### src/rtl/sna_resp_scheduler.sv
// -----------------------------------------------------------------------------
// sna_resp_scheduler
//   Slave-side NoC adapter response scheduler. Picks one pending AXI4-Lite
//   response (R or B), allocates the lowest-index free virtual channel for it,
//   and emits the response as a two-flit packet (header, tail) toward the
//   router. Each flit waits for the allocated VC's on/off credit.
//
// Build option:
//   SNA_RESP_RR_ARB_EN  defined   -> two-way round-robin between R and B
//                       undefined -> fixed priority, R over B
//
// Ports:
//   clk, rst_n                 clock, async active-low reset
//   r_header/r_tail/rvalid     pending read response flits
//   rready                     read response accepted (combinational)
//   b_header/b_tail/bvalid     pending write response flits
//   bready                     write response accepted (combinational)
//   is_allocatable[NUM_VC]     per-VC free flag (sampled only in IDLE)
//   is_on_off[NUM_VC]          per-VC may-send flag
//   noc_data                   flit to router (registered, held when idle)
//   is_valid                   one-cycle pulse per flit (registered)
//   vc_sel                     one-hot allocated VC (registered)
//   busy                       packet in flight (HEAD or TAIL)
// -----------------------------------------------------------------------------
module sna_resp_scheduler #(
  parameter int FLIT_W = 37,
  parameter int NUM_VC = 8
) (
  input  logic              clk,
  input  logic              rst_n,
  input  logic [FLIT_W-1:0] r_header,
  input  logic [FLIT_W-1:0] r_tail,
  input  logic              rvalid,
  output logic              rready,
  input  logic [FLIT_W-1:0] b_header,
  input  logic [FLIT_W-1:0] b_tail,
  input  logic              bvalid,
  output logic              bready,
  input  logic [NUM_VC-1:0] is_allocatable,
  input  logic [NUM_VC-1:0] is_on_off,
  output logic [FLIT_W-1:0] noc_data,
  output logic              is_valid,
  output logic [NUM_VC-1:0] vc_sel,
  output logic              busy
);

  typedef enum logic [1:0] {
    IDLE = 2'd0,
    HEAD = 2'd1,
    TAIL = 2'd2
  } state_t;

  typedef struct packed {
    logic [FLIT_W-1:0] header;
    logic [FLIT_W-1:0] tail;
  } pkt_t;

  state_t            state, state_nxt;
  pkt_t              pkt;
  logic              grant;
  logic              pick_r;
  logic              send;
  logic [NUM_VC-1:0] vc_first;

  assign grant = (state == IDLE) && (rvalid || bvalid) && (|is_allocatable);

`ifdef SNA_RESP_RR_ARB_EN
  // Remembers whether B took the last grant; resets to B so R wins the
  // first tie after reset.
  logic last_grant_b;

  assign pick_r = rvalid && (!bvalid || last_grant_b);

  always_ff @(posedge clk or negedge rst_n) begin
    if (!rst_n)     last_grant_b <= 1'b1;
    else if (grant) last_grant_b <= !pick_r;
  end
`else
  assign pick_r = rvalid;
`endif

  // rst_n gates the readies so no handshake can be seen while in reset.
  assign rready = rst_n && grant && pick_r;
  assign bready = rst_n && grant && !pick_r;

  // Isolate lowest set bit: x & (-x).
  assign vc_first = is_allocatable & (~is_allocatable + NUM_VC'(1));

  // Only the allocated VC's credit matters; other on/off bits are masked.
  assign send = |(is_on_off & vc_sel);

  assign busy = (state == HEAD) || (state == TAIL);

  always_comb begin
    state_nxt = state;
    unique case (state)
      IDLE:    if (grant) state_nxt = HEAD;
      HEAD:    if (send)  state_nxt = TAIL;
      TAIL:    if (send)  state_nxt = IDLE;
      default: state_nxt = IDLE;
    endcase
  end

  always_ff @(posedge clk or negedge rst_n) begin
    if (!rst_n) state <= IDLE;
    else        state <= state_nxt;
  end

  always_ff @(posedge clk or negedge rst_n) begin
    if (!rst_n) begin
      pkt      <= '0;
      vc_sel   <= '0;
      noc_data <= '0;
      is_valid <= 1'b0;
    end else begin
      // Default low: a flit is never presented for more than one cycle.
      is_valid <= 1'b0;
      if (grant) begin
        pkt    <= pick_r ? pkt_t'{r_header, r_tail} : pkt_t'{b_header, b_tail};
        vc_sel <= vc_first;
      end
      if (state == HEAD && send) begin
        noc_data <= pkt.header;
        is_valid <= 1'b1;
      end
      if (state == TAIL && send) begin
        noc_data <= pkt.tail;
        is_valid <= 1'b1;
      end
    end
  end

endmodule

### config.mk
export PLATFORM = sky130hd
export DESIGN_NAME = sna_resp_scheduler
export DESIGN_NICKNAME = d
export VERILOG_FILES = /design/src/rtl/sna_resp_scheduler.sv
export SDC_FILE = /design/constraint.sdc
export NUM_CORES = 1
export LEC_CHECK = 0
export CAP_MARGIN = 20
export CORE_ASPECT_RATIO = 0.8
export CORE_MARGIN = 2
export CORE_UTILIZATION = 39
export CTS_BUF_LIST = sky130_fd_sc_hd__clkbuf_8
export CTS_CLUSTER_SIZE = 12
export DETAILED_ROUTE_END_ITERATION = 12
export GPL_ROUTABILITY_DRIVEN = 0
export GPL_TIMING_DRIVEN = 0
export PLACE_DENSITY = 0.7
export SLEW_MARGIN = 5
export SYNTH_ARGS = -nofsm -noshare
export SYNTH_HDL_FRONTEND = slang
export SYNTH_SLANG_ARGS = --single-unit
### constraint.sdc
create_clock -name clk -period 4.3 [get_ports clk]
set_clock_uncertainty 0.05 [all_clocks]
set_input_delay 0.86 -clock clk [delete_from_list [all_inputs] [get_ports clk]]
set_output_delay 0.86 -clock clk [all_outputs]
set_load 0.1 [all_outputs]
=== After elaboration in Yosys (flattened, before gate mapping) ===
Cells that the tools add are included.
W data, S select, Z words.

* Eq/ne operators: 5
* Bitwise gates (word level): 3
* Reductions and logical operators: 15
* Add/subtract/negate cells: 1
* Muxes and demuxes: 9

{| class="wikitable"
|+ Operator list
! kind !! number
|-
| $mux W37 || 2
|-
| $mux W74 || 1
|-
| $and A8 B8 Y8 || 2
|-
| $reduce_or A8 Y1 || 2
|-
| $add A8 B1 Y8 const B || 1
|-
| $not A8 Y8 || 1
|-
| $logic_and A1 B1 Y1 || 7
|-
| $mux W2 || 3
|-
| $ne A2 B2 Y1 const B || 3
|-
| $pmux W2 S3 || 1
|-
| $reduce_and A3 Y1 || 1
|-
| $eq A2 B1 Y1 const B || 1
|-
| $eq A2 B2 Y1 const B || 1
|-
| $logic_not A2 Y1 || 1
|-
| $logic_or A1 B1 Y1 || 2
|-
| $mux W1 || 2
|-
| $reduce_bool A2 Y1 || 1
|-
| $logic_not A1 Y1 || 1
|}

* Input port bits: 168
* Bits in registers: 122
* Logic and storage cells: 39
* Output and inout bits: 49

=== Longest topological paths before layout ===
Gate-level depths: netlist of run 1.

* Depth after elaboration: 5
* Mapped depth: 8
* Depth with buffers taken out: 6

=== Worst setup path after synthesis of run 1 ===
No wires, ideal clock.

* Path kind: input-to-output
* From: input rvalid
* To: output bready
* Required time: 3390 ps
* Slack: 628 ps
* Cell stages on the path: 4
* Path buffers: 3
* Arrival: 2762 ps
* Cell sequence: buf_2 > buf_2 > buf_1 > nor2_1

* Longest elaborated chain between the ends: 5
* Elaborated cells between the ends (all ways): 6
* Those cells by class: reduce/logical: 6

{| class="wikitable"
|+ Ends and longest elaborated chain
! element !! RTL line !! source
|-
| start: declaration || 33 || <nowiki>input logic rvalid,</nowiki>
|-
| $logic_or A1 B1 Y1 || 65 || <nowiki>assign grant = (state == IDLE) && (rvalid || bvalid) && (|is_allocatable);</nowiki>
|-
| $logic_and A1 B1 Y1 (2 in a row) || 65 ||
|-
| $logic_and A1 B1 Y1 || 84 || <nowiki>assign bready = rst_n && grant && !pick_r;</nowiki>
|-
| $logic_and A1 B1 Y1 (*) || 84 ||
|-
| end: declaration || 38 || <nowiki>output logic bready,</nowiki>
|}

Every way passes the cells marked *; elsewhere a longest branch is shown, timed or not.

=== Final worst setup path of run 1 ===
* From: input rvalid
* To: output rready

* Longest elaborated chain between the ends: 5

{| class="wikitable"
|+ Ends and longest elaborated chain
! element !! RTL line !! source
|-
| $logic_or A1 B1 Y1 || 65 ||
|-
| $logic_and A1 B1 Y1 (2 in a row) || 65 ||
|-
| $logic_and A1 B1 Y1 || 83 || <nowiki>assign rready = rst_n && grant && pick_r;</nowiki>
|-
| $logic_and A1 B1 Y1 (*) || 83 ||
|-
| end: declaration || 34 || <nowiki>output logic rready,</nowiki>
|}

Marks and branches as above.

==> metrics.txt, run 1 <==
status=finished clean; die area=16140 µm²; Worst Setup Path Type=primary input to output pin; final WL=approximately 18000 µm; Pwr per Cell Area=746.7 nW/µm²; vias in the first global route=5454; startpoint types=primary input; Final nets=~1000; drt first pass iters=4; GRT Util Overall=22.55%; VDD IR max=between 0.2 and 0.3 mV; io pins=217; Max Freq=roughly 0.25 GHz; GR Overflow Total=0; Hold/Removal Path Class=primary input to async pin; Tcrit/Tclk final=94.68%; Clock Path Buffers=2; sequential share of the synthesized area=51.72%; placed instance count=1002; CP max FO=10; H-tree depth=4; Max-slew headroom=between 30 and 40%; clock period minus worst slack=4.071 ns; CP required=about 3.4 ns; actual slew at the worst max-slew pin=1.042 ns; Finished Layout Cells=1034; cell area after synthesis=between 5000 and 6000 µm²; Mean Syn Cell Area=9.888 µm²; YS warnings=0; most frequent cells in the layout=clkdlybuf4s50_1, dfrtp_1, nand2_1; final setup vio count=0; syn nets=768; CTS clk-pin slew, worst paths=0.07 ns; Hold Fails Final Rpt=0; Root Driver=clkbuf_8; RSZ-0062 raised after global routing=no; clk sinks=122; port bufs=215; row count=40; Via-to-Cell Ratio=5.087; final worst setup slack=0.2287 ns; DR iter-0 viols=277; worst path arrival time=between 3 and 4 ns; initial antenna violation count=0; post-synthesis cell count=597; #FFs+latches synth=around 120; utilization after layout=58.56%; Layout Cell Area excl Fill=just under 9000 µm²; Crit. End Element=output pin; TritonCTS Buffers=17; core box area=between 10000 and 15000 µm²; layout cells sized above 1=~5.6%; ANT cells=0; hpwl dp=13430 µm; area growth from synthesis to layout=47.94%; commonest non-fill, non-tap cell in the layout=clkdlybuf4s50_1; maximum capacitance violations=0; first-pass GRT wire length=27810 µm; clock latency at the later pin of the worst-skew pair=0.43 ns; largest net degree at the start of global routing=approximately 100; CTS tree=built; setup TNS=0 ns; drt drc=0; post-route ant nets=0; Die H=approximately 110 µm; Die Wd=141.6 µm; fin. max-slew vios=0; DP Area=8320 µm²; hold_buf cts=0; Starting Density=between 30% and 40%; number of post-CTS setup repair buffers=0; Pleak=3.926 nW; post-place setup slack=-0.06434 ns; Synth cell types=33; total number of vias=around 5300; WL/cell=about 17 µm; Gates resized, CTS repair=2
worst max-delay path, stage by stage:
cell and delay [ns]:
buf_2 0.19, buf_2 0.35, buf_1 0.63, and3_1 0.27
dlygate4sd2_1 0.85
final timing paths:
kind                                  startpoint  cells past startpoint                       end  slack, ns
max reg2reg                vc_sel[0]$_DFFE_PN0P_                      5  noc_data[15]$_DFFE_PN0P_       1.84
min                                        rst_n                      1   noc_data[5]$_DFFE_PN0P_       0.23
min reg2reg                  pkt[33]$_DFFE_PN0P_                      2       pkt[33]$_DFFE_PN0P_       0.43
max                                       rvalid                      5                    rready       0.23
min in group clk             pkt[33]$_DFFE_PN0P_                      2       pkt[33]$_DFFE_PN0P_       0.43
max in group asynchronous                  rst_n                      2  noc_data[27]$_DFFE_PN0P_       3.23
cells in the mapped netlist:
library cell | instances | area (µm²)
buf_2 | 4 | 20.02
nor2_1 | 4 | 15.01
o21ai_1 | 1 | 5.000
dfrtp_1 | 122 | 3053
inv_1 | 78 | 292.8
o21ai_4 | 1 | 16.27
nand4b_1 | 1 | 8.760
o2bb2ai_1 | 1 | 8.760
o21ai_0 | 77 | 385.4
a22oi_2 | 1 | 12.51
and2_1 | 2 | 12.51
nor3_1 | 2 | 10.01
and3_1 | 1 | 6.260
clkbuf_1 | 31 | 116.4
a22oi_1 | 4 | 30.03
o221ai_1 | 37 | 324.1
mux2i_1 | 74 | 740.7
buf_1 | 1 | 3.750
a32o_1 | 1 | 10.01
nand2_1 | 89 | 334.1
nand2b_1 | 2 | 12.51
o41ai_1 | 1 | 8.760
a31oi_1 | 1 | 6.260
a21oi_1 | 3 | 15.01
buf_6 | 2 | 22.52
o22ai_1 | 1 | 6.260
o21a_1 | 2 | 15.01
ha_1 | 3 | 37.54
buf_4 | 8 | 60.06
o31ai_1 | 2 | 15.01
o211ai_1 | 37 | 277.8
nor2b_1 | 1 | 6.260
or4_1 | 2 | 15.01
power by group:
| group | switching, W | total, W | internal, W |
|---|---|---|---|
| combinational | 0.00250 | 0.00349 | 0.000985 |
| sequential | 0.000289 | 0.00197 | 0.00169 |
| clock | 0.000435 | 0.00106 | 0.000624 |
state kept, by name, summed over array words and instances, names as in the netlist:
signal	flops
vc_sel	8
state	2
noc_data	37
is_valid	1
pkt	74
cells by family (layout without fill, tap and decap cells):
group,after synthesis,count (layout),share of synthesized area [%]
AOI/OAI and AO/OA,170,170,19.25
adders and majority gates,3,3,0.6359
buffers and inverters,124,372,8.732
DFF,122,122,51.72
muxes,74,74,12.55
and+or+nand+nor,104,104,7.122
metal layers:
metal / track usage, % / vias up / routed length [µm]
li1: - / 2545 / -
met5: 0 / - / 0
met1: 29.43 / 2494 / 7948
met2: 37.18 / 207 / 8281
met3: 6.759 / 14 / 1360
met4: 5.467 / 0 / 144
through the flow:
stage,power (W),hold slack (ns)
final,0.006521,0.2279
after global routing,0.006905,0.2116
after CTS,0.006560,0.2086
after detailed placement,0.005493,0.4207
after global placement,0.005382,0.4122
after floorplan,0.004431,0.3997
layout make-up:
| class | count | area (µm²) |
|---|---|---|
| fill | 1266 | 6181 |
| sequential | 122 | 3053 |
| multi-input combinational | 351 | 2335 |
| timing repair buffer | 216 | 2178 |
| inverter | 78 | 292.8 |
| clock buffer | 21 | 289.0 |
| tap | 189 | 236.5 |
| buffer | 46 | 222.7 |
| clock inverter | 11 | 126.4 |
No activity file was read; power rests on OpenSTA's default activity.
==> run 2: changes to the inputs <==
Settings changed: SLEW_MARGIN 5 to default.
==> results of run 2 <==
Final layout, timing and power as in run 1 (identical DEF).
==> run 3: changes to the inputs <==
Settings changed: CORE_UTILIZATION 39 to 50, PLACE_DENSITY 0.7 to 0.87.
==> metrics.txt, run 3 (synthesis results as in run 1) <==
Largest regs=pkt: 74 flops, noc_data: 37 flops, vc_sel: 8 flops (unchanged); startpoint types=primary input (unchanged); layout cells sized above 1=5.687% (was 5.562%); Crit. End Element=output pin (unchanged); sw power=0.003308 W (was 0.003226 W); worst path arrival time=3.20 ns (was 3.16 ns); Via-to-Cell Ratio=5.535 (was 5.087); Layout Cell Area excl Fill=8668 µm² (was 8733 µm²); Die H=101.2 µm (was 114.0 µm); clock latency at the later pin of the worst-skew pair=0.42 ns (was 0.43 ns); total number of vias=5491 (was 5260); Worst Setup EP=rready (unchanged); combinational share of power=53.6% (was 53.5%); Pleak=3.899 nW (was 3.926 nW); largest net degree at the start of global routing=64 (was 101); CP required=3.39 ns (about the same); VDD IR max=0.4861 mV (was 0.2945 mV); final WL=18300 µm (was 17730 µm); Die Wd=125.5 µm (was 141.6 µm); fin. max-slew vios=0 (unchanged); drt drc=0 (unchanged); Clock Path Buffers=2 (unchanged); RSZ-0062 raised after global routing=no (unchanged); final worst setup slack=0.1854 ns (was 0.2287 ns); reg2reg setup slack=1.73 ns (was 1.84 ns); GRT Util Overall=29.14% (was 22.55%); area growth from synthesis to layout=46.84% (was 47.94%); Root Driver=clkbuf_8 (unchanged); TritonCTS Buffers=17 (unchanged); Flop pwr share=30.5% (was 30.3%); port bufs=215 (unchanged); most frequent cells in the layout=clkdlybuf4s50_1, dfrtp_1, nand2_1 (unchanged); core box area=11520 µm² (was 14910 µm²); Clk pwr share=15.9% (was 16.2%); WL/cell=18.44 µm (was 17.15 µm); post-place setup slack=-0.09102 ns (was -0.06434 ns); number of post-CTS setup repair buffers=0 (unchanged); CTS clk-pin slew, worst paths=0.07 ns (about the same); H-tree depth=4 (unchanged); Max-slew headroom=30.21% (was 30.31%); Pwr per Cell Area=756.7 nW/µm² (was 746.7 nW/µm²); r2r startpoint=vc_sel[0]$_DFFE_PN0P_ (unchanged); maximum capacitance violations=0 (unchanged); Starting Density=51.25% (was 39.58%); DR iter-0 viols=442 (was 277); row count=35 (was 40); clock period minus worst slack=4.115 ns (was 4.071 ns); final setup vio count=0 (unchanged); GR Overflow Total=0 (unchanged); initial antenna violation count=0 (unchanged); CP max FO=10 (unchanged); DP Area=8269 µm² (was 8320 µm²); commonest non-fill, non-tap cell in the layout=clkdlybuf4s50_1 (unchanged); Worst R2R End=noc_data[19]$_DFFE_PN0P_ (was noc_data[15]$_DFFE_PN0P_); reg2reg path depth=5 (unchanged); hold_buf cts=0 (unchanged); Worst Setup Path Type=primary input to output pin (unchanged); vias in the first global route=5671 (was 5454); post-route ant nets=0 (unchanged); status=finished clean (unchanged); Max Freq=0.2430 GHz (was 0.2456 GHz); Hold/Removal Path Class=primary input to async pin (unchanged); hpwl dp=13590 µm (was 13430 µm); clk sinks=122 (unchanged); Switching Fraction=50.43% (was 49.47%); drt first pass iters=5 (was 4); ANT cells=0 (unchanged); Tcrit/Tclk final=95.69% (was 94.68%); Final nets=1003 (unchanged); Internal=0.003251 W (was 0.003295 W); die area=12700 µm² (was 16140 µm²); Most flops, register=pkt (unchanged); CP startpoint=rvalid (unchanged); io pins=217 (unchanged); Largest register FFs=74 (unchanged); first-pass GRT wire length=28700 µm (was 27810 µm); CTS tree=built (unchanged); actual slew at the worst max-slew pin=1.044 ns (was 1.042 ns); Hold Fails Final Rpt=0 (unchanged); utilization after layout=75.26% (was 58.56%)
==> run 3: metrics by stage <==
step | hold slack [ns] | setup TNS [ns] | cells | power [W]
after global placement | 0.4138 | -263.21 | 960 | 0.005348
final | 0.3586 | 0 | 992 | 0.006559
after CTS | 0.3730 | 0 | 992 | 0.006552
after global routing | 0.3883 | 0 | 992 | 0.006892
after floorplan | 0.3997 | 0 | 597 | 0.004431
after detailed placement | 0.4200 | -0.1024 | 961 | 0.005498
==> run 3: worst min path at each step <==
stage | start | end | cells past startpoint | slack (ns)
floorplan | pkt[37]$_DFFE_PN0P_ | pkt[37]$_DFFE_PN0P_ | 2 | 0.40
global placement | pkt[11]$_DFFE_PN0P_ | pkt[11]$_DFFE_PN0P_ | 2 | 0.41
detailed placement | pkt[69]$_DFFE_PN0P_ | pkt[69]$_DFFE_PN0P_ | 2 | 0.42
CTS | rst_n | pkt[43]$_DFFE_PN0P_ | 1 | 0.37
global route | rst_n | pkt[43]$_DFFE_PN0P_ | 1 | 0.39
finish | rst_n | pkt[43]$_DFFE_PN0P_ | 1 | 0.36
==> run 3: power by group through the flow <==
stage | sequential [W] | clock, W | combinational, W
after global placement | 0.00197 | 0 | 0.00338
after detailed placement | 0.00200 | 0 | 0.00350
after floorplan | 0.00317 | 0 | 0.00126
final | 0.00200 | 0.00105 | 0.00351
after global routing | 0.00205 | 0.00110 | 0.00374
after CTS | 0.00199 | 0.00105 | 0.00351
==> run 3: timing repair <==
action / in CTS / in global routing
endpoints found under the hold margin: 0 / 0
setup endpoints to repair: 2 / 0
gates resized for setup: 2 / 0
==> run 3: area by class of cell <==
class / count / area (µm²)
multi-input cells: 351 / 2335
clock inverters: 13 / 153.9
fillers: 818 / 2849
plain buffers: 46 / 222.7
repair buffers: 216 / 2178
clock buffers: 18 / 247.7
well taps: 148 / 185.2
flip-flops and latches: 122 / 3053
inverters: 78 / 292.8
==> run 3: layer usage <==
metal	vias to the layer above	global-route usage, %	share of wire (%)
met3	31	8.294	8.3
li1	2541	-	-
met4	0	10.17	1.9
met5	-	0	0
met2	274	50.52	50
met1	2645	35.44	40
==> run 3: worst max-delay path, stage by stage <==
cell,delay (ns)
buf_2,0.22
buf_2,0.38
buf_1,0.58
and3_1,0.27
dlygate4sd2_1,0.88
